$ cat src/rtl/camera_sensor_emulator.sv
// rtl/camera_sensor_emulator.sv - parallel camera conduit emulator generating framed test patterns
module camera_sensor_emulator #(
    parameter int          H_ACTIVE         = 640,
    parameter int          V_ACTIVE         = 480,
    parameter int          H_BLANK          = 32,
    parameter int          V_FRONT          = 16,
    parameter int          V_BLANK          = 64,
    parameter logic [15:0] FRAME_COUNT_INIT = 16'd0
) (
    input  logic        clk,
    input  logic        reset_n,
    input  logic        enable,
    input  logic [1:0]  pattern_sel,
    output logic [11:0] camera_d,
    output logic        camera_fval,
    output logic        camera_lval,
    output logic        frame_done,
    output logic [15:0] frame_count
);

    localparam int TMAX0 = (H_BLANK > V_FRONT) ? H_BLANK : V_FRONT;
    localparam int TMAX  = (TMAX0 > V_BLANK) ? TMAX0 : V_BLANK;
    localparam int TW    = $clog2(TMAX + 1);

    localparam logic [TW-1:0] T_FRONT  = TW'(V_FRONT - 1);
    localparam logic [TW-1:0] T_HBLANK = TW'(H_BLANK - 1);
    localparam logic [TW-1:0] T_VBLANK = TW'(V_BLANK - 1);
    localparam logic [11:0]   X_LAST   = 12'(H_ACTIVE - 1);
    localparam logic [11:0]   Y_LAST   = 12'(V_ACTIVE - 1);

    typedef enum logic [2:0] {
        IDLE   = 3'd0,
        FRONT  = 3'd1,
        LINE   = 3'd2,
        HBLANK = 3'd3,
        BACK   = 3'd4,
        VBLANK = 3'd5
    } state_t;

    state_t          state, state_n;
    logic [TW-1:0]   timer, timer_n;
    logic [11:0]     x, x_n, y, y_n;
    logic [1:0]      pat_q, pat_n;
    logic [11:0]     fc_lat, fc_lat_n;
    logic [15:0]     done_cnt, done_cnt_n;
    logic            done_pulse, done_pulse_n;
    logic            start_frame;
    logic [11:0]     pix;

    always_ff @(posedge clk or negedge reset_n) begin
        if (!reset_n) begin
            state      <= IDLE;
            timer      <= '0;
            x          <= '0;
            y          <= '0;
            pat_q      <= '0;
            fc_lat     <= '0;
            done_cnt   <= FRAME_COUNT_INIT;
            done_pulse <= 1'b0;
        end else begin
            state      <= state_n;
            timer      <= timer_n;
            x          <= x_n;
            y          <= y_n;
            pat_q      <= pat_n;
            fc_lat     <= fc_lat_n;
            done_cnt   <= done_cnt_n;
            done_pulse <= done_pulse_n;
        end
    end

    always_comb begin
        state_n      = state;
        timer_n      = timer + TW'(1);
        x_n          = x;
        y_n          = y;
        pat_n        = pat_q;
        fc_lat_n     = fc_lat;
        done_cnt_n   = done_cnt;
        done_pulse_n = 1'b0;
        start_frame  = 1'b0;
        case (state)
            IDLE: begin
                timer_n     = '0;
                start_frame = enable;
            end
            FRONT: begin
                if (timer == T_FRONT) begin
                    state_n = LINE;
                    timer_n = '0;
                end
            end
            LINE: begin
                x_n = x + 12'd1;
                if (x == X_LAST) begin
                    x_n     = '0;
                    timer_n = '0;
                    state_n = (y == Y_LAST) ? BACK : HBLANK;
                end
            end
            HBLANK: begin
                if (timer == T_HBLANK) begin
                    state_n = LINE;
                    timer_n = '0;
                    y_n     = y + 12'd1;
                end
            end
            BACK: begin
                if (timer == T_FRONT) begin
                    state_n      = VBLANK;
                    timer_n      = '0;
                    done_cnt_n   = done_cnt + 16'd1;
                    done_pulse_n = 1'b1;
                end
            end
            VBLANK: begin
                if (timer == T_VBLANK) begin
                    timer_n     = '0;
                    state_n     = IDLE;
                    start_frame = enable;
                end
            end
            default: state_n = IDLE;
        endcase
        // Frame-start bookkeeping: coordinates cleared, pattern and count latched.
        if (start_frame) begin
            state_n  = FRONT;
            timer_n  = '0;
            x_n      = '0;
            y_n      = '0;
            pat_n    = pattern_sel;
            fc_lat_n = done_cnt[11:0];
        end
    end

    always_comb begin
        pix = 12'd0;
        case (pat_q)
            2'd0: pix = x;
            2'd1: pix = y;
            2'd2: pix = (x[2] ^ y[2]) ? 12'hFFF : 12'h000;
            2'd3: pix = x + y + fc_lat;
            default: pix = 12'd0;
        endcase
    end

    // Outputs trail the state register by one cycle, so every output is a flop.
    always_ff @(posedge clk or negedge reset_n) begin
        if (!reset_n) begin
            camera_d    <= '0;
            camera_fval <= 1'b0;
            camera_lval <= 1'b0;
            frame_done  <= 1'b0;
            frame_count <= '0;
        end else begin
            camera_fval <= (state == FRONT) || (state == LINE) ||
                           (state == HBLANK) || (state == BACK);
            camera_lval <= (state == LINE);
            camera_d    <= (state == LINE) ? pix : 12'd0;
            frame_done  <= done_pulse;
            frame_count <= done_cnt;
        end
    end

endmodule

$ cat config.mk
export PLATFORM = sky130hd
export DESIGN_NAME = camera_sensor_emulator
export DESIGN_NICKNAME = d
export VERILOG_FILES = /design/src/rtl/camera_sensor_emulator.sv
export SDC_FILE = /design/constraint.sdc
export NUM_CORES = 1
export LEC_CHECK = 0
export BUFFER_PORTS_ARGS = -buffer_cell sky130_fd_sc_hd__buf_2
export CAP_MARGIN = 20
export CORE_AREA = 2 2 104 106
export DETAILED_ROUTE_END_ITERATION = 6
export DIE_AREA = 0 0 106 108
export GPL_TIMING_DRIVEN = 0
export PLACE_DENSITY = 0.67
export SLEW_MARGIN = 25
export SYNTH_ARGS = -nofsm -noshare
export SYNTH_HDL_FRONTEND = slang
export SYNTH_SLANG_ARGS = --single-unit
$ cat constraint.sdc
create_clock -name clk -period 4.8 [get_ports clk]
set_input_delay 1.2 -clock clk [delete_from_list [all_inputs] [get_ports clk]]
set_output_delay 1.2 -clock clk [all_outputs]
set_load 0.01 [all_outputs]
Yosys cells after proc, flatten, opt, wreduce, memory -nomap -nowiden
Cells that the tools add are included.

word-level totals
  register bits = 96
  input bits = 5
  output and inout bits = 31
  logic and storage cells = 78

cells by class
  add/subtract/negate cells = 6
  equality and inequality tests = 19
  mux-type cells = 27
  bitwise logic cells = 1
  reductions and logical operators = 12

operators with widths
  cell                                                   number
  two-way mux 12 bit                                     8
  case mux 12 bit (4 select lines)                       1
  two-way mux 7 bit                                      5
  case mux 7 bit (5 select lines)                        1
  adder 12 x 1 -> 12 bit, second input constant          2
  adder 12 bit                                           2
  two-way mux 3 bit                                      7
  case mux 3 bit (6 select lines)                        1
  adder 16 x 1 -> 16 bit, second input constant          1
  inequality test 3 bit, second input constant           5
  equality test 12 x 10 -> 1 bit, second input constant  1
  equality test 12 x 9 -> 1 bit, second input constant   1
  adder 7 x 1 -> 7 bit, second input constant            1
  equality test 7 x 4 -> 1 bit, second input constant    1
  equality test 7 x 5 -> 1 bit, second input constant    1
  equality test 7 x 6 -> 1 bit, second input constant    1
  equality test 3 x 2 -> 1 bit, second input constant    2
  equality test 3 bit, second input constant             2
  AND reduction 6 bit                                    1
  nonzero test 2 bit                                     3
  equality test 2 bit, second input constant             2
  AND reduction 2 bit                                    2
  equality test 3 x 1 -> 1 bit, second input constant    1
  logical NOT 3 bit                                      1
  other kinds (8)                                        12

Depth between registers and ports, before layout
Gate-level depths: netlist of run 1.

  depth in word-level cells = 5
  gate-level depth with buffers = 8
  mapped depth without buffers = 8

Worst setup path after synthesis of run 1
Ideal clock, no wire load.

  path type = reg2reg
  start point = reg x[1]
  end point = reg camera_d[11]
  setup time = 0.094 ns
  arrival = 2.470 ns
  data required time = 4.706 ns
  setup slack = 2.236 ns
  cell stages (with the launch flop) = 9
  path buffers = 0
  period minus slack after synthesis = 2.564 ns
  cells stage by stage = dfrtp_1 fa_1 ha_1 fa_1 a211oi_1 o21bai_1 a211oi_1 xnor2_1 a211oi_1

on the way
  word-level cells in the longest chain between the ends = 4

ends and longest elaborated chain
  element                           line  source
  start: declaration                42    logic [11:0] x, x_n, y, y_n;
  start signal: assignment          63    x <= x_n;
  adder 12 bit (2 in series)        142   2'd3: pix = x + y + fc_lat;
  case mux 12 bit (4 select lines)  138   case (pat_q)
  two-way mux 12 bit                159   camera_d <= (state == LINE) ? pix : 12'd0;
  end signal: assignment            159
  end: declaration                  14    output logic [11:0] camera_d,

No other way between the ends.
A chain may end at the register's enable or synchronous reset.

Final worst setup path of run 1
  start point = reg y[1]
  end point = reg camera_d[11]

on the way
  word-level cells in the longest chain between the ends = 4

ends and longest elaborated chain
  element                           line  source
  start: declaration                42
  start signal: assignment          64    y <= y_n;
  adder 12 bit (2 in series)        142
  case mux 12 bit (4 select lines)  138
  two-way mux 12 bit                159

No other way between the ends.

==> impl_metrics.csv, run 1 <==
group,metric,value,unit
pwr,vdd_ir_drop_max,0.218,mV
grt,grt-busiest-layer,"met2",
placed_design,io_buffers,35,
synthesis,synth_flop_cell,"dfrtp_1",
synthesis,syn-num-nets,494,
cts,clk_pin_slew,0.10,ns
hold_path,worstHoldStart,"done_pulse",
synthesis,yosys-top-cells-area,"dfrtp_1, xnor2_1, fa_1, o21ai_0, ha_1",
pwr,total_leakage_power,2.76,nW
layout,final_cell_mix,"dfrtp_1, nor2_1, buf_2",
grt,grt_use_met1,29.0,%
grt,overflow,0,
timing,drv_slew,0,
critical_path,cp.arrival,3.37,ns
critical_path,cp_slowest_stage_delay,0.51,ns
die,ioPinCount,36,
cts,clock_latency,0.37,ns
grt,use_met3,4.88,%
detailed_routing,viasPerCell,5.53,
die,dieArea,11400,um2
critical_path,required,5.04,ns
synthesis,synth_edf_count,0,
detailed_routing,drt-total-wl,10400,um
cts,postCtsSetupRepairBufs,0,
critical_path,slowest_stage,"fa_1",
critical_path,reg2reg_depth,8,
grt,use_met2,30.2,%
critical_path,worst-setup-path-type,"flip-flop to flip-flop",
timing,hold_ws,0.370,ns
timing,rsz0062_at_grt,"no",
pwr,powerDensity,409,nW/um2
layout,final_core_util,54.7,%
timing,clock_skew,0.00845,ns
detailed_routing,ant_nets,0,
synthesis,yosysWarnings,0,
cts,cts_buffers,9,
timing,tns,0,ns
detailed_routing,drcViolationCount,0,
placed_design,place_congestion,0.896,
placed_design,dpl.hpwl,7620,um
cts,clock-sinks,96,
detailed_routing,drtPass1Iterations,4,
hold_path,worstHoldPathType,"flip-flop to flip-flop",
timing,max_freq,319,MHz
grt,grt_pass1_vias,3470,
critical_path,r2r-end,"camera_d[11]",
cts,clock-root-buffer,"clkbuf_8",
synthesis,yosysTopAreaCell,"dfrtp_1",
grt,grt_first_pass_wirelength,17800,um
synthesis,netlist_area,5030,um2
cts,cts_tree,"done",
layout,n_antenna_cell,0,
critical_path,regToRegStartpoint,"y[1]",
die,rows,37,
timing,setup_viol,0,
die,start_util,49.2,%
timing,worstMarginPinSlew,0.713,ns
critical_path,crit_chain,"fa_1 -> ha_1 -> fa_1 -> a211oi_1 -> o21bai_1 -> a211oi_1 -> xnor2_1 -> a211oi_1",
pwr,clkPwrFrac,22.1,%
detailed_routing,num_vias,3596,
timing,hold_viol,0,
synthesis,netlist_instances,462,
synthesis,netlist.area_leader.share,47.8,%
synthesis,synth-async-reset-ratio,100,%
pwr,p_seq_share,45.4,%
pwr,comb_power_share,32.5,%
layout,fin_nets,541,
layout,layout.cells.most_common,"dfrtp_1",
flow_run,maxCapViolations,0,
timing,slew_headroom,52.0,%
critical_path,path_max_fanout,5,
synthesis,synth-seq-area-share,47.8,%
critical_path,reg2reg_slack,1.67,ns
detailed_routing,routedWlPerCell,16.0,um
grt,antenna_found_initial,0,
detailed_routing,first_iter_violations,151,
pwr,power_switching,860,uW
die,fp.dieW,106,um
die,die_h,108,um
layout,area_growth,11.2,%
grt,grt_max_degree,68,
critical_path,setup.worst_path.start,"y[1]",
hold_path,min_path_cells,0,
synthesis,yosys.cell_types.count,54,
pwr,power_switching_share,37.6,%
synthesis,synth-seq-cells,96,
critical_path,startpoint_type,"flip-flop",
cts,ctsHoldBuffers,0,
timing,period_share,65.3,%
outcome,status,"complete, no violations",
timing,period_needed,3.13,ns
cts,cts_buffer_depth,2,
synthesis,avgSynthCellArea,10.9,um2
critical_path,end_kind,"flip-flop",
cts,post_cts_resized,0,
critical_path,cpMostUsedCell,"a211oi_1",
layout,finish.instance_area,5590,um2
grt,track_usage,19.9,%
die,core_area,10200,um2
cts,htree_levels,3,
hold_path,holdPathEnd,"frame_done",
pwr,power.internal,1.43,mW
layout,drive_gt1_share,16.9,%
placed_design,placedInstanceArea,5410,um2
==> per-stage QoR <==
stage               total power [mW]  cells  setup slack, ns
floorplan                       1.57    462             2.24
global placement                1.77    633             1.59
detailed placement              1.79    634             1.73
CTS                             2.30    650             1.69
global route                    2.45    650             1.53
finish                          2.29    650             1.67
==> state kept, by name (all words and copies together) (netlist names) <==
signal	flops
done_cnt	16
camera_fval	1
frame_count	16
pat_q	2
camera_d	12
done_pulse	1
y	12
timer	7
fc_lat	12
camera_lval	1
frame_done	1
x	12
state	3
==> layer usage <==
layer / vias up / wire [um] / share of wire [%]
met3: 9 / 595 / 5.7
met1: 1769 / 5000 / 48
li1: 1724 / - / -
met2: 94 / 4730 / 45
met5: - / 0 / 0
met4: 0 / 97 / 0.93
==> kinds of logic after synthesis <==
kind of cell | after synthesis | share of synthesized area (%)
muxes | 30 | 8.11
and+or+nand+nor | 161 | 16.3
adders and majority gates | 27 | 8.51
DFF | 96 | 47.8
buffers and inverters | 26 | 2.54
AOI/OAI and AO/OA | 83 | 9.95
xor gates and xnor gates | 39 | 6.79
==> area by class of cell <==
type,instances,area (um2)
clock inverter,7,61.3
timing repair buffer,36,209
buffer,16,90.1
fill,900,4640
multi-input combinational,340,2500
tap,136,170
inverter,10,37.5
sequential,96,2400
clock buffer,9,124
==> Yosys cell counts (2+ instances only) <==
library cell   n
ha_1          15
mux2_2         6
mux2_4        10
o21ai_0       38
buf_2          6
or3_1          3
nor4_1         4
clkbuf_1       5
mux2i_1       10
mux4_2         4
nor2b_1        2
o21bai_1       3
o41ai_1        2
or3b_2         2
nand4_1       13
nor2_1        46
nand2_1       36
nor3_1         9
a21oi_1       16
xnor2_1       28
nand3_1       15
buf_1          2
nand2b_1       3
fa_1          12
dfrtp_1       96
a21o_1         3
xor2_1        11
and3_1        10
and4_1         4
a22oi_1        2
and2_1         7
o211a_1        2
a31oi_1        4
inv_1         10
a211oi_1       4
==> power groups by stage <==
stage	clock, mW	combinational [mW]	sequential, mW
global placement	0	0.724	1.05
global route	0.553	0.837	1.06
detailed placement	0	0.740	1.05
floorplan	0	0.528	1.04
CTS	0.523	0.743	1.04
finish	0.506	0.743	1.04
==> worst max-delay path, delay by kind of cell, from the launching register on <==
kind | cells | cell delay [ns]
fa+ha+maj | 3 | 1.19
compound gates | 4 | 1.21
xor+xnor | 1 | 0.13
flops | 1 | 0.48
==> how the worst max path moves through the flow <==
stage | cells past startpoint | endpoint | slack [ns]
2_1_floorplan | 8 | camera_d[11] | 2.24
3_3_place_gp | 1 | frame_count[12] | 1.59
5_1_grt | 8 | camera_d[11] | 1.53
6_report | 8 | camera_d[11] | 1.67
4_1_cts | 8 | camera_d[11] | 1.69
3_5_place_dp | 8 | camera_d[11] | 1.73
(Power assumes the default switching activity.)
==> run 2, diff against run 1 <==
--- a/config.mk
+++ b/config.mk
@@ -11,7 +11,7 @@
 export DETAILED_ROUTE_END_ITERATION = 6
 export DIE_AREA = 0 0 106 108
 export GPL_TIMING_DRIVEN = 0
-export PLACE_DENSITY = 0.67
+export PLACE_DENSITY = 0.69
 export SLEW_MARGIN = 25
 export SYNTH_ARGS = -nofsm -noshare
 export SYNTH_HDL_FRONTEND = slang
==> constraint.sdc (replaced) <==
create_clock -name clk -period 2.84 [get_ports clk]
set_input_delay 0.71 -clock clk [delete_from_list [all_inputs] [get_ports clk]]
set_output_delay 0.71 -clock clk [all_outputs]
set_load 0.01 [all_outputs]
==> run 2 against run 1 <==
  * Clock power increased by 64%
  * Fmax rose by 13%
  * Sequential share of layout area shrank 0.11 points
  * First-iteration DRC count rose by 61%
  * Critical path type unchanged
  * Critical endpoint unchanged
  * Global-route usage about the same
==> impl_metrics.csv, run 2 (synthesis results as in run 1) <==
group,metric,value,unit
outcome,status,"complete, no violations",
die,start_util,49.2,%
timing,period_needed,2.77,ns
critical_path,reg2reg_depth,8,
critical_path,r2r-end,"camera_d[11]",
pwr,powerDensity,689,nW/um2
placed_design,io_buffers,35,
layout,area_growth,11.7,%
detailed_routing,drt-total-wl,10600,um
layout,largestRegisters,"done_cnt (16), frame_count (16)",
timing,clock_skew,0.0122,ns
critical_path,crit_cells,8,
grt,grt_first_pass_wirelength,17700,um
placed_design,placedInstanceArea,5410,um2
critical_path,crit_chain,"fa_1 -> ha_1 -> fa_2 -> a211oi_2 -> o21bai_2 -> a211oi_2 -> xnor2_1 -> a211oi_2",
pwr,total_leakage_power,2.76,nW
detailed_routing,drcViolationCount,0,
detailed_routing,ant_nets,0,
detailed_routing,num_vias,3687,
cts,clock-root-buffer,"clkbuf_8",
critical_path,path_max_fanout,5,
grt,track_usage,19.9,%
layout,n_antenna_cell,0,
placed_design,place_congestion,0.912,
critical_path,path_buf_inv,0,
cts,cts_buffers,9,
critical_path,slowest_stage,"fa_1",
detailed_routing,drtPass1Iterations,5,
grt,antenna_found_initial,0,
detailed_routing,routedWlPerCell,16.4,um
cts,cts_tree,"done",
cts,ctsHoldBuffers,0,
layout,layout.cells.most_common,"dfrtp_1",
timing,tns,0,ns
die,ioPinCount,36,
timing,hold_viol,0,
critical_path,reg2reg_slack,0.07,ns
timing,rsz0062_at_grt,"no",
grt,grt_pass1_vias,3546,
grt,grt_max_degree,68,
die,fp.dieW,106,um
flow_run,maxCapViolations,0,
timing,setup_viol,0,
critical_path,cp_slowest_stage_delay,0.48,ns
critical_path,cpMostUsedCell,"a211oi_2",
timing,worstMarginPinSlew,0.677,ns
detailed_routing,viasPerCell,5.67,
timing,drv_slew,0,
hold_path,worstHoldPathType,"primary input to async pin",
detailed_routing,first_iter_violations,243,
cts,clock_latency,0.37,ns
placed_design,place_ws,-0.283,ns
layout,finish.instance_area,5620,um2
layout,final_cell_mix,"dfrtp_1, nor2_1, buf_2",
die,dieArea,11400,um2
critical_path,required,3.10,ns
layout,drive_gt1_share,18.5,%
timing,period_share,97.5,%
die,rows,37,
critical_path,worst-setup-path-type,"flip-flop to flip-flop",
cts,clk_pin_slew,0.10,ns
timing,max_freq,361,MHz
layout,nFillCells,894,
die,core_area,10200,um2
critical_path,end_kind,"flip-flop",
timing,slew_headroom,54.4,%
timing,fin_ws,0.0720,ns
critical_path,cp_top_family,"adder cells",
critical_path,cp.arrival,3.03,ns
pwr,vdd_ir_drop_max,0.369,mV
layout,fin_nets,541,
grt,overflow,0,
die,die_h,108,um
cts,htree_levels,3,
placed_design,dpl.hpwl,7650,um
critical_path,startpoint_type,"flip-flop",
cts,clock-sinks,96,
critical_path,regToRegStartpoint,"y[1]",
cts,cts_buffer_depth,2,
==> run 2: what timing repair did <==
| action | 4_1_cts | 5_1_grt |
|---|---|---|
| gates resized for setup | 6 | 4 |
| pin swaps | 1 | 0 |
| buffers inserted | 0 | 0 |
| setup endpoints to repair | 1 | 2 |
==> run 2: report_power, final <==
group	switching, mW	total [mW]	internal [mW]
clock	0.499	0.832	0.333
combinational	0.743	1.28	0.535
sequential	0.206	1.76	1.55
total	1.45	3.87	2.42
==> run 2: worst max path at each step <==
stage	start	endpoint
floorplan	x[1]	camera_d[11]
global placement	x[1]	camera_d[11]
detailed placement	y[1]	camera_d[11]
CTS	y[1]	camera_d[11]
global route	y[1]	camera_d[11]
finish	y[1]	camera_d[11]
==> run 2: per-layer routing <==
layer	vias up	GRT usage, %	wire length [um]
met3	15	4.22	628
met4	0	5.73	178
met2	121	31.2	4910
met5	-	0	0
li1	1725	-	-
met1	1826	28.3	4910
==> run 2: worst reg2reg max path, stage by stage, from the launching register on <==
cell and delay, ns:
dfrtp_2 0.46, fa_1 0.49, ha_1 0.27, fa_2 0.39
a211oi_2 0.27, o21bai_2 0.15, a211oi_2 0.24, xnor2_1 0.13
a211oi_2 0.27
==> run 2: area by class of cell <==
| class | count | area [um2] | area share, % |
|---|---|---|---|
| Clock inverter | 6 | 50.0 | 0.891 |
| Sequential cell | 96 | 2410 | 42.8 |
| Tap cell | 136 | 170 | 3.03 |
| Clock buffer | 10 | 128 | 2.27 |
| Buffer | 16 | 90.1 | 1.60 |
| Inverter | 10 | 37.5 | 0.668 |
| Timing Repair Buffer | 36 | 209 | 3.72 |
| Multi-Input combinational cell | 340 | 2520 | 45.0 |
==> run 2: stage by stage <==
step                      hold slack (ns)  cells  util, %  power [mW]
after floorplan                     0.331    462        -        2.66
after global placement              0.344    633     52.5        3.00
after detailed placement            0.336    634     52.9        3.03
after CTS                           0.201    650     54.8        3.89
after global routing                0.206    650     54.9        4.15
final                               0.197    650     54.9        3.87
==> run 3, diff against run 2 <==
--- a/config.mk
+++ b/config.mk
@@ -8,6 +8,7 @@
 export BUFFER_PORTS_ARGS = -buffer_cell sky130_fd_sc_hd__buf_2
 export CAP_MARGIN = 20
 export CORE_AREA = 2 2 104 106
+export CTS_BUF_LIST = sky130_fd_sc_hd__clkbuf_16
 export DETAILED_ROUTE_END_ITERATION = 6
 export DIE_AREA = 0 0 106 108
 export GPL_TIMING_DRIVEN = 0
==> run 3 against run 2 <==
  * Combinational power barely moved
  * Highest routed layer unchanged
  * Non-clock buffer count unchanged
  * Worst hold slack improved by 0.034 ns
  * Sequential share of layout area is 0.77 points lower
  * First-iteration DRC count increased by 2.5%
  * Critical path depth unchanged
==> impl_metrics.csv, run 3 (synthesis results as in run 1) <==
group,metric,value,unit
outcome,status,"complete, no violations",
layout,largestRegisters,"done_cnt (16), frame_count (16)",
timing,slew_headroom,53.9,%
critical_path,startpoint_type,"flip-flop",
pwr,total_power,4.17,mW
cts,cts_tree,"done",
timing,max_freq,359,MHz
detailed_routing,first_iter_violations,249,
detailed_routing,num_vias,3727,
grt,overflow,0,
timing,hold_ws,0.231,ns
timing,clock_skew,0.00932,ns
pwr,power.internal,2.69,mW
timing,period_needed,2.79,ns
detailed_routing,viasPerCell,5.73,
placed_design,placedInstanceArea,5410,um2
timing,fin_ws,0.0522,ns
cts,postCtsSetupRepairBufs,0,
die,die_h,108,um
placed_design,place_ws,-0.283,ns
pwr,power_switching_share,35.4,%
layout,final_core_util,55.9,%
placed_design,place_congestion,0.912,
critical_path,worst-setup-path-type,"flip-flop to flip-flop",
cts,clock_latency,0.34,ns
pwr,vdd_ir_drop_max,0.373,mV
layout,final_cell_mix,"dfrtp_1, nor2_1, buf_2",
timing,worstMarginPinSlew,0.685,ns
timing,hold_viol,0,
layout,area_growth,13.7,%
timing,rsz0062_at_grt,"no",
pwr,comb_power_share,30.6,%
placed_design,io_buffers,35,
layout,finish.instance_area,5720,um2
placed_design,dpl.cell_count,634,
die,rows,37,
layout,drive_gt1_share,18.3,%
critical_path,required,3.07,ns
hold_path,worstHoldPathType,"primary input to async pin",
pwr,p_seq_share,42.2,%
pwr,power_switching,1.48,mW
detailed_routing,drtPass1Iterations,5,
timing,setup_viol,0,
cts,clock-sinks,96,
flow_run,maxCapViolations,0,
layout,layoutNonFillerInstCount,650,
die,ioPinCount,36,
cts,clock-root-buffer,"clkbuf_16",
die,dieArea,11400,um2
die,fp.dieW,106,um
critical_path,end_kind,"flip-flop",
layout,layout.cells.most_common,"dfrtp_1",
detailed_routing,routedWlPerCell,16.3,um
grt,grt_first_pass_wirelength,17800,um
detailed_routing,ant_nets,0,
layout,fin_nets,541,
grt,track_usage,20.0,%
detailed_routing,drt-total-wl,10600,um
cts,htree_levels,3,
critical_path,path_max_fanout,5,
pwr,clkPwrFrac,27.3,%
cts,cts_buffers,9,
critical_path,cp.arrival,3.02,ns
grt,grt_pass1_vias,3555,
pwr,powerDensity,730,nW/um2
pwr,total_leakage_power,2.82,nW
timing,drv_slew,0,
timing,period_share,98.2,%
die,start_util,49.2,%
cts,clk_pin_slew,0.07,ns
timing,tns,0,ns
placed_design,dpl.hpwl,7650,um
grt,antenna_found_initial,0,
grt,grt_max_degree,68,
detailed_routing,drcViolationCount,0,
die,core_area,10200,um2
cts,ctsHoldBuffers,0,
layout,n_antenna_cell,0,
cts,cts_buffer_depth,2,
-- run 3: cell count changes in the layout (fill, tap and decap cells not counted), sizes merged --
| cell | delta |
|---|---|
| clkbuf | -1 |
| inv | +1 |
-- run 3: final timing paths --
check | slack (ns) | end | cells after the start | startpoint
min in group clk | 0.36 | frame_done | 0 | done_pulse
min | 0.23 | x[3] | 1 | reset_n
max | 0.05 | camera_d[11] | 8 | y[1]
max reg2reg | 0.05 | camera_d[11] | 8 | y[1]
min reg2reg | 0.36 | frame_done | 0 | done_pulse
max in group asynchronous | 2.00 | fc_lat[3] | 2 | reset_n
-- run 3: power by group through the flow --
stage               logic [mW]  registers, mW  clock network, mW
finish                    1.27           1.76               1.14
global route              1.44           1.79               1.23
CTS                       1.27           1.76               1.17
detailed placement        1.25           1.78                  0
global placement          1.22           1.77                  0
floorplan                0.893           1.76                  0
-- run 3: area by class of cell --
cell class | count | area [um2]
clock buffer | 9 | 225
sequential | 96 | 2400
timing repair buffer | 36 | 209
multi-input combinational | 340 | 2520
clock inverter | 7 | 53.8
fill | 881 | 4520
inverter | 10 | 37.5
tap | 136 | 170
buffer | 16 | 90.1
-- run 3: what timing repair did --
action / in CTS / in global routing
setup endpoints to repair: 1 / 2
resized for setup: 5 / 3
pin swaps: 1 / 0
-- run 3: metal layers --
| metal | up-vias | routed length, um | share of wire, % | global-route usage [%] |
|---|---|---|---|---|
| li1 | 1729 | - | - | - |
| met1 | 1834 | 4820 | 46 | 28.6 |
| met2 | 148 | 4940 | 47 | 31.2 |
| met3 | 16 | 652 | 6.2 | 3.98 |
| met4 | 0 | 161 | 1.5 | 6.20 |
| met5 | - | 0 | 0 | 0 |
-- run 3: worst max-delay path, stage by stage, from the launching register on --
cell	delay [ns]
dfrtp_1	0.45
fa_1	0.50
ha_1	0.27
fa_2	0.39
a211oi_2	0.27
o21bai_2	0.15
a211oi_2	0.25
xnor2_1	0.13
a211oi_2	0.27
